<file path="src/rtl/ex_alu_stage.sv">
`default_nettype none
// ============================================================================
// Module   : ex_alu_stage
// Brief    : Execute-stage ALU with registered valid/ready result slot.
//            Define ALU_ITER_SHIFT_EN to build the iterative 1-bit/cycle shifter.
// Revision : 1.0 - initial release
// ============================================================================
module ex_alu_stage #(
  parameter int WIDTH = 32
) (
  input  logic             clk,
  input  logic             rst_n,
  input  logic             in_valid,
  output logic             in_ready,
  input  logic [2:0]       alu_control,
  input  logic [WIDTH-1:0] src_a,
  input  logic [WIDTH-1:0] src_b,
  input  logic             flush,
  output logic             out_valid,
  input  logic             out_ready,
  output logic [WIDTH-1:0] alu_result,
  output logic             zero,
  output logic             illegal
);

  localparam logic [2:0] OP_ADD = 3'b000;
  localparam logic [2:0] OP_SUB = 3'b001;
  localparam logic [2:0] OP_AND = 3'b010;
  localparam logic [2:0] OP_OR  = 3'b011;
  localparam logic [2:0] OP_SLT = 3'b101;

  logic             slot_free;
  logic             accept;
  logic             load;
  logic [WIDTH-1:0] load_result;
  logic             load_illegal;
  logic [WIDTH-1:0] comb_result;
  logic             comb_illegal;

  assign slot_free = !out_valid || out_ready;
  assign accept    = in_valid && in_ready;

  // Shift codes fall into default: illegal in the non-iterative build, never loaded from here otherwise.
  always_comb begin
    comb_result  = '0;
    comb_illegal = 1'b0;
    case (alu_control)
      OP_ADD:  comb_result = src_a + src_b;
      OP_SUB:  comb_result = src_a - src_b;
      OP_AND:  comb_result = src_a & src_b;
      OP_OR:   comb_result = src_a | src_b;
      OP_SLT:  comb_result = {{(WIDTH-1){1'b0}}, ($signed(src_a) < $signed(src_b))};
      default: comb_illegal = 1'b1;
    endcase
  end

`ifdef ALU_ITER_SHIFT_EN
  localparam int SHW = $clog2(WIDTH);
  localparam logic [2:0] OP_SLL = 3'b100;
  localparam logic [2:0] OP_SRL = 3'b110;
  localparam logic [2:0] OP_SRA = 3'b111;

  typedef enum logic [0:0] {
    IDLE  = 1'b0,
    SHIFT = 1'b1
  } state_t;

  state_t           state;
  state_t           state_next;
  logic             is_shift;
  logic [WIDTH-1:0] shift_val;
  logic [SHW-1:0]   shift_cnt;
  logic             shift_left;
  logic             shift_arith;

  assign is_shift = (alu_control == OP_SLL) || (alu_control == OP_SRL) ||
                    (alu_control == OP_SRA);
  assign in_ready = rst_n && (state == IDLE) && !flush && slot_free;

  always_ff @(posedge clk) begin
    if (!rst_n) state <= IDLE;
    else        state <= state_next;
  end

  always_comb begin
    state_next   = state;
    load         = 1'b0;
    load_result  = comb_result;
    load_illegal = comb_illegal;
    if (flush) begin
      state_next = IDLE;
    end else begin
      case (state)
        IDLE: begin
          if (accept) begin
            if (is_shift) state_next = SHIFT;
            else          load       = 1'b1;
          end
        end
        SHIFT: begin
          if ((shift_cnt == '0) && slot_free) begin
            load         = 1'b1;
            load_result  = shift_val;
            load_illegal = 1'b0;
            state_next   = IDLE;
          end
        end
        default: state_next = IDLE;
      endcase
    end
  end

  always_ff @(posedge clk) begin
    if (!rst_n) begin
      shift_val   <= '0;
      shift_cnt   <= '0;
      shift_left  <= 1'b0;
      shift_arith <= 1'b0;
    end else if (accept && is_shift) begin
      shift_val   <= src_a;
      shift_cnt   <= src_b[SHW-1:0];
      shift_left  <= (alu_control == OP_SLL);
      shift_arith <= (alu_control == OP_SRA);
    end else if ((state == SHIFT) && (shift_cnt != '0)) begin
      shift_cnt <= shift_cnt - 1'b1;
      if (shift_left) shift_val <= {shift_val[WIDTH-2:0], 1'b0};
      else            shift_val <= {shift_arith & shift_val[WIDTH-1], shift_val[WIDTH-1:1]};
    end
  end
`else
  assign in_ready     = rst_n && !flush && slot_free;
  assign load         = accept;
  assign load_result  = comb_result;
  assign load_illegal = comb_illegal;
`endif

  // Flush only drops out_valid; the stale data is never presented as valid.
  always_ff @(posedge clk) begin
    if (!rst_n) begin
      out_valid  <= 1'b0;
      alu_result <= '0;
      zero       <= 1'b0;
      illegal    <= 1'b0;
    end else if (flush) begin
      out_valid <= 1'b0;
    end else if (load) begin
      out_valid  <= 1'b1;
      alu_result <= load_result;
      zero       <= (load_result == '0);
      illegal    <= load_illegal;
    end else if (out_ready) begin
      out_valid <= 1'b0;
    end
  end

endmodule
`default_nettype wire

</file>
<file path="config.mk">
export PLATFORM = sky130hd
export DESIGN_NAME = ex_alu_stage
export DESIGN_NICKNAME = d
export VERILOG_FILES = /design/src/rtl/ex_alu_stage.sv
export SDC_FILE = /design/constraint.sdc
export NUM_CORES = 1
export LEC_CHECK = 0
export BUFFER_PORTS_ARGS = -buffer_cell sky130_fd_sc_hd__buf_2
export CORE_ASPECT_RATIO = 1.5
export CORE_MARGIN = 1
export CORE_UTILIZATION = 45
export CTS_BUF_LIST = sky130_fd_sc_hd__clkbuf_8
export CTS_CLUSTER_DIAMETER = 80
export CTS_CLUSTER_SIZE = 30
export DETAILED_ROUTE_END_ITERATION = 12
export PLACE_DENSITY = 0.68
export SLEW_MARGIN = 20
export SYNTH_ARGS = -nofsm -noshare
export SYNTH_HDL_FRONTEND = slang
export SYNTH_SLANG_ARGS = --single-unit
</file>
<file path="constraint.sdc">
create_clock -name clk -period 3.35 [get_ports clk]
set_input_delay 0.1675 -clock clk [delete_from_list [all_inputs] [get_ports clk]]
set_output_delay 0.1675 -clock clk [all_outputs]
set_load 0.02 [all_outputs]
</file>
# --- Yosys cells after proc, flatten, opt, wreduce, memory -nomap -nowiden ---
# Cells that the tools add are included.
# Widths: inputs -> output; s select.
classes:
  add_sub_neg: 2
  order_cmp: 1
  n_eq_ne: 4
  muxes: 4
  bitwise_logic: 4
  reduce_logical: 12
op_table:
  columns: ["operator", "count"]
  rows:
  - ["$pmux 32 s5", 1]
  - ["$add 32x32->32", 1]
  - ["$and 32x32->32", 1]
  - ["$logic_not 32->1", 1]
  - ["$lt 32x32->1", 1]
  - ["$or 32x32->32", 1]
  - ["$sub 32x32->32", 1]
  - ["$eq 3x2->1 const B", 2]
  - ["$reduce_or 5->1", 1]
  - ["$eq 3x1->1 const B", 1]
  - ["$eq 3x3->1 const B", 1]
  - ["$logic_and 1x1->1", 3]
  - ["$logic_not 3->1", 1]
  - ["$mux 1", 3]
  - ["$logic_not 1->1", 2]
  - ["$not 1->1", 2]
  - ["$reduce_and 2->1", 1]
  - ["$reduce_bool 2->1", 1]
  - ["$reduce_or 2->1", 1]
  - ["$logic_or 1x1->1", 1]
totals:
  ff_bits: 35
  wordCells: 31

# --- Depth between registers and ports, before layout ---
# Gate-level depths: netlist of run 1.
logic_depth:
  depth_word: 5
  ltp_mapped: 15
  mapped_depth_nobuf: 15

# --- Worst setup path before layout of run 1 ---
# Ideal clock, no wire load.
synth_timing:
  path_kind: "input -> register"
  from: "input src_b[5]"
  to: "register zero"
  setup_time_ns: 0.087
  arrival_time_ns: 3.076
  required_ns: 3.263
  setup_slack_ns: 0.187
  path_stages: 15
  n_path_buf: 1
  path_cell_list: "inv_1 -> ha_1 -> buf_6 -> inv_4 -> a221oi_4 -> nand2_1 -> a2111oi_0 -> mux2_2 -> nor3_1 -> nand4_1 -> nor4b_2 -> nand4_1 -> nor4_1 -> nand4_1 -> o31ai_1"
synth_between:
  elab_chain_len: 3
synth_rtl:
  columns: ["item", "line_no", "rtl"]
  rows:
  - ["start: declaration", "17", "input logic [WIDTH-1:0] src_b,"]
  - ["$sub 32x32->32, or another cell as far along", "49", "OP_SUB: comb_result = src_a - src_b;"]
  - ["$pmux 32 s5 (*)", "47", "case (alu_control)"]
  - ["$logic_not 32->1 (*)", "149", "zero <= (load_result == '0);"]
  - ["end signal: assignment", "149", null]
  - ["end: declaration", "22", "output logic zero,"]
# Mark *: on every way between the ends. The rest lies on a longest branch, timed or not.
# A chain may end at the register's enable or synchronous reset.

# --- Worst setup path after layout of run 1 ---
layout_timing:
  from: "input src_b[11]"
  to: "register zero"
# The elaborated chain is that of the path after synthesis.

==> key figures, run 1 <==
Synth
  – Syn_nets: 1122
  – Post-synth EDFFs: 0
  – Yosys reg bits: 35
  – Post-Syn Area: 6650 um2
  – Mean Syn Cell Area: 7.07 um2
  – Post-synth top flop: dfxtp_1
  – Sequential fraction of the synthesis area: 10.5%
  – Async SR Flop Fraction: 0%
  – Synth cell types: 91
  – Mapped Cells: 941
  – Syn. warnings: 0

Setup path
  – Slowest cell on crit path: or4_1
  – Critical path launch point: src_b[11]
  – Reg-to-Reg Start: out_valid
  – Crit-path cells: buf_2, inv_1, ha_2, or4_1, nand2b_1, a31oi_1, nor3_2, buf_4, o211ai_2, buf_4, o21ai_1, xnor2_1, a22oi_2, nand2_1, nor4_2, nand4_1, o31ai_1
  – Worst Path Buf+Inv: 4
  – Critical path peak fanout: 6
  – Most used cell along the critical path: buf_4
  – Critical path launch point type: input pin
  – CP max stage delay: 0.54 ns
  – Crit Path Category: input pin to register
  – Delay-heaviest family, CP: simple AND/OR/NAND/NOR gates
  – Data arrival, critical path: 3.40 ns
  – Setup crit end kind: register
  – Worst EP required: 3.56 ns

Floorplan
  – Die width: 101 um
  – Rows: 54
  – CORE AREA: 14500 um2
  – DIE AREA: 15300 um2
  – # IOs: 108
  – Die height: 151 um
  – Starting density of the core: 46.0%

Timing
  – Max_slew headroom: 48.2%
  – Worst Skew: 0.00492 ns
  – Final period util: 95.2%
  – Setup TNS: 0 ns
  – Min cycle time layout: 3.19 ns
  – Achievable Freq: 314 MHz
  – Slew @ Worst Pin: 0.775 ns
  – Slew Viols, Final: 0
  – Worst hold slack: 0.130 ns
  – Hold Violations, Final: 0
  – Setup violations, final: 0
  – Worst setup margin: 0.161 ns

Global route
  – Largest net degree at the start of global routing: 67
  – Vias in the first global route: 7707
  – Initial antenna violation count: 0
  – First-pass GRT wire length: 37900 um
  – Grt ovf: 0
  – GRT Total Usage: 31.8%

Clock network
  – Root Driver: clkbuf_8
  – Hold Buf Count CTS: 0
  – CTS buffer count: 5
  – CTS tree: built
  – Clk_lat worst skew: 0.29 ns
  – Clock buffer depth: 2
  – H-tree levels: 2
  – Clock Pin Slew Worst Setup and Hold Paths: 0.07 ns
  – Setup Buffers After CTS: 0
  – Num Clock Sinks: 35

Job
  – Max-Cap Viols: 0

Drt
  – Residual DRC count: 0
  – DR iter-0 viols: 410
  – Post-route ant nets: 0
  – Routed vias/inst: 5.70
  – Initial DRT Pass Iterations: 5
  – WL final: 24400 um
  – Vias: 7908
  – WL/cell: 17.6 um

Placed design
  – Port Buf Inserts: 107
  – Area post-placement: 8620 um2
  – GPL Wtd Cong: 1.01
  – Dpl hpwl: 20100 um
  – Post-placement setup slack: -0.394 ns

Power
  – Power Dens Cells: 239 nW/um2
  – Highest ir drop seen on vdd: 150 uV
  – P_leak: 4.41 nW

Worst hold path
  – Min-delay src: in_valid
  – Min-delay worst type: input pin to register

Layout
  – Design area: 8790 um2
  – Share of post-route cells with drive strength above 1: 29.5%
  – Area growth, synth to finish: 32.3%
  – Final net count: 1371
  – Area taken by multi-input logic gates: 5440 um2
  – # diodes: 0
  – Reg area: 701 um2
  – Fillers: 1468

Run status
  – Status: finished, final reports clean
==> cells by family after synthesis <==
group                    share of synthesized area [%]
AO/OA/AOI/OAI                                     31.4
XOR/XNOR                                          3.42
adder cells (fa/ha/maj)                           20.7
buffers and inverters                             9.07
flip-flops                                        10.5
multiplexers                                      2.18
AND/OR/NAND/NOR                                   22.6
==> synth_stat cells (10+ instances only) <==
cell	count	area, um2
a211oi_1	14	105
a21o_1	12	90.1
a21oi_1	81	405
a31oi_1	13	81.3
clkbuf_1	31	116
dfxtp_1	35	701
ha_1	107	1340
inv_1	90	338
mux2i_1	10	100
nand2_1	85	319
nand3_1	13	65.1
nand4_1	12	75.1
nor2_1	99	372
nor2b_1	19	119
nor3_1	13	65.1
o211a_1	13	130
o211ai_1	18	135
o21ai_0	46	230
o31ai_1	13	97.6
xnor2_1	20	175
==> area by class of cell <==
| type | instances | area share, % |
|---|---|---|
| clock buffers | 5 | 0.782 |
| multi-input cells | 758 | 61.8 |
| repair buffers | 295 | 22.4 |
| flip-flops and latches | 35 | 7.97 |
| inverters | 95 | 4.08 |
| clock inverters | 3 | 0.142 |
| well taps | 196 | 2.79 |
==> metrics by stage <==
stage	util, %	std cells	total power, mW
CTS	60.2	1387	2.07
global route	60.8	1387	2.24
finish	60.8	1387	2.11
detailed placement	59.6	1379	1.78
global placement	59.6	1379	1.77
floorplan	-	941	1.20
==> report_power, final <==
group	internal, mW	switching [mW]	total [mW]
clock network	0.140	0.154	0.294
logic	0.609	0.758	1.37
registers	0.433	0.0112	0.445
==> tightest hold or removal path, cell delays in order <==
cell,delay [ns]
buf_2,0.09
nor2_1,0.04
nor2_1,0.07
==> state kept, by name, indices dropped and copies added (netlist names) <==
name	count
zero	1
out_valid	1
illegal	1
alu_result	32
==> placed cells by master, fill, tap and decap left out, types with 13 or more instances in the layout <==
cell type / synthesis / routed
o211a_1: 13 / 13
a211oi_1: 14 / 14
inv_1: 90 / 92
ha_1: 107 / 104
nor3_1: 13 / 13
buf_4: 5 / 186
o21ai_0: 46 / 44
nand2_1: 85 / 84
o31ai_1: 13 / 13
o211ai_1: 18 / 18
xnor2_1: 20 / 20
nor2_1: 99 / 99
nor2b_1: 19 / 19
a21oi_1: 81 / 80
buf_2: 9 / 107
dfxtp_1: 35 / 35
==> path summary, 6_finish.rpt <==
check	endpoint	slack, ns	depth (start not counted)
setup / recovery	zero	0.16	17
hold / removal	out_valid	0.13	3
setup reg to reg	zero	0.89	11
hold reg to reg	illegal	0.46	2
==> per-layer routing <==
layer,share of wire [%],global-route usage [%],routed length [um],vias up
li1,-,-,-,3832
met1,35,32.3,8640,3686
met2,54,62.2,13100,283
met3,4.3,2.68,1050,107
met4,6.3,18.3,1530,0
met5,0,0,0,-
==> repair_timing <==
action | 4_1_cts | 5_1_grt
setup endpoints to repair | 1 | 2
gates resized for setup | 2 | 18
cloned | 0 | 0
pin swaps | 1 | 8
No activity file was read; power rests on OpenSTA's default activity.
==> run 2: changes to the inputs <==
- clock period: 3.35 -> 2.7 ns (I/O delays scaled with it)
==> key figures, run 2 (synthesis gave the netlist of run 1 again) <==
Setup path
  – Worst Path Buf+Inv: 3 (-1)
  – Setup crit end kind: register
  – CP max stage delay: 0.42 ns (-0.12 ns)
  – Most used cell along the critical path: nand4_1
  – Crit Path Category: input pin to register
  – Delay-heaviest family, CP: simple AND/OR/NAND/NOR gates
  – Crit-path cells: buf_6, inv_4, buf_4, fa_2, nor2b_4, o21ai_0, a222oi_1, xor2_1, nor2_1, a211oi_1, or3_4, nor4_4, nand4_1, nor4_2, nand4_1, o31ai_1
  – Slowest cell on crit path: fa_2
  – Data arrival, critical path: 3.26 ns (-0.14 ns)
  – Critical path peak fanout: 2 (-4)
  – Worst EP required: 2.91 ns (-0.65 ns)
  – Critical path launch point type: input pin

Timing
  – Final period util: 113%
  – Hold Violations, Final: 0 (unchanged)
  – Worst Skew: 0.00706 ns (+0.00214 ns)
  – Setup violations, final: 7 (+7)
  – Worst setup margin: -0.349 ns (-0.511 ns)
  – Achievable Freq: 328 MHz
  – Setup TNS: -0.925 ns (-0.925 ns)
  – Slew Viols, Final: 0 (unchanged)
  – RSZ-0062 raised after global routing: yes
  – Max_slew headroom: 38.4% (-9.8 points)
  – Min cycle time layout: 3.05 ns
  – Slew @ Worst Pin: 0.918 ns (+0.143 ns)

Clock network
  – CTS buffer count: 5 (unchanged)
  – Clk_lat worst skew: 0.30 ns (about the same)
  – Clock buffer depth: 2 (unchanged)
  – H-tree levels: 2 (unchanged)
  – Clock Pin Slew Worst Setup and Hold Paths: 0.08 ns (about the same)
  – CTS tree: built
  – Root Driver: clkbuf_8
  – Hold Buf Count CTS: 0 (unchanged)
  – Num Clock Sinks: 35 (unchanged)

Layout
  – Share of post-route cells with drive strength above 1: 45.1% (+16 points)
  – Max reg flops: 32 (unchanged)
  – Register with the most flip-flops: alu_result
  – Final net count: 1491 (+8.8%)
  – # diodes: 0 (unchanged)
  – Most frequent cells in the layout: 285 x buf_4, 90 x buf_2, 88 x nor2_1
  – Area growth, synth to finish: 60.6%
  – Design area: 10700 um2 (+21%)
  – Most common cell after layout, fill and taps aside: buf_4
  – Fillers: 1151 (-22%)

Floorplan
  – Die width: 101 um (unchanged)
  – CORE AREA: 14500 um2 (unchanged)
  – Rows: 54 (unchanged)
  – DIE AREA: 15300 um2 (unchanged)
  – Starting density of the core: 46.0% (unchanged)
  – # IOs: 108 (unchanged)
  – Die height: 151 um (unchanged)

Run status
  – Status: finished with violations
  – Failing checks: negative setup slack

Global route
  – Vias in the first global route: 8419 (+9.2%)
  – Initial antenna violation count: 0 (unchanged)
  – Global Route met2 Usage: 64.2% (+2.0 points)
  – First-pass GRT wire length: 41200 um (+8.7%)
  – Grt ovf: 0 (unchanged)
  – GRT Total Usage: 34.8% (+2.9 points)
  – Met3 GRT Util: 4.34% (+1.7 points)
  – Gr busiest metal: met2
  – Met1 usage: 34.2% (+1.9 points)
  – Largest net degree at the start of global routing: 43 (-36%)

Placed design
  – Dpl hpwl: 21000 um (+4.3%)
  – Area post-placement: 9320 um2 (+8.1%)
  – GPL Wtd Cong: 1.02 (+0.97%)
  – Port Buf Inserts: 107 (unchanged)

Power
  – Highest ir drop seen on vdd: 247 uV (+65%)
  – P_leak: 5.17 nW (+17%)
  – Power Dens Cells: 305 nW/um2 (+27%)

Drt
  – Post-route ant nets: 0 (unchanged)
  – DR iter-0 viols: 698 (+70%)
  – Vias: 8893 (+12%)
  – WL/cell: 19.0 um (+7.9%)
  – WL final: 28600 um (+17%)
  – Residual DRC count: 0 (unchanged)
  – Routed vias/inst: 5.90 (+3.5%)
  – Initial DRT Pass Iterations: 8 (+3)

Job
  – Max-Cap Viols: 0 (unchanged)

Worst hold path
  – Min-delay worst type: input pin to register
[run 2: changes by cell type in the layout (fill, tap and decap cells not counted), sizes merged]
| cell | delta |
|---|---|
| buf | +119 |
| clkbuf | +2 |
| bufinv | +1 |
| clkinv | -1 |
| inv | -1 |
[run 2: tightest hold or removal path, stage by stage]
cell and delay (ns):
buf_2 0.09, nor2_1 0.04, nor2_1 0.07
[run 2: cell type report]
class / instances / area [um2] / area share (%)
inverters: 95 / 387 / 3.62
well taps: 196 / 245 / 2.30
repair buffers: 415 / 3070 / 28.7
clock inverters: 2 / 38.8 / 0.363
flip-flops and latches: 35 / 701 / 6.56
multi-input cells: 758 / 6160 / 57.7
clock buffers: 6 / 82.6 / 0.773
[run 2: path summary, 6_finish.rpt]
| check | startpoint | endpoint | slack, ns | depth (start not counted) |
|---|---|---|---|---|
| max | src_a[1] | zero | -0.35 | 16 |
| min | in_valid | out_valid | 0.08 | 3 |
| max reg2reg | out_valid | zero | 0.18 | 12 |
| min reg2reg | alu_result[30] | alu_result[30] | 0.47 | 2 |
[run 2: repair_timing]
action / CTS / global route
hold endpoints to repair: 0 / 0
buffers inserted: 15 / 19
gates resized for setup: 92 / 132
pin swaps: 54 / 52
endpoints found under the setup margin: 10 / 15
[run 2: per-stage QoR]
stage               instances  hold WS [ns]  utilization [%]  setup slack (ns)  power (mW)
floorplan                 941         0.256                -            -0.182        1.50
global placement         1467         0.368             64.5            -0.906        2.32
detailed placement       1467         0.387             64.5             -1.05        2.34
CTS                      1490        0.0815             69.1            -0.391        2.99
global route             1507         0.108             73.8            -0.462        3.41
finish                   1507        0.0811             73.8            -0.349        3.25
[run 2: report_power, final]
| group | switching (mW) | internal (mW) |
|---|---|---|
| sequential | 0.0143 | 0.537 |
| clock | 0.208 | 0.304 |
| combinational | 1.14 | 1.05 |
[run 2: per-layer routing]
metal / vias up / part of all wire (%)
met5: - / 0
met4: 0 / 9.6
met3: 211 / 6.3
met2: 513 / 51
met1: 4087 / 33
li1: 4082 / -
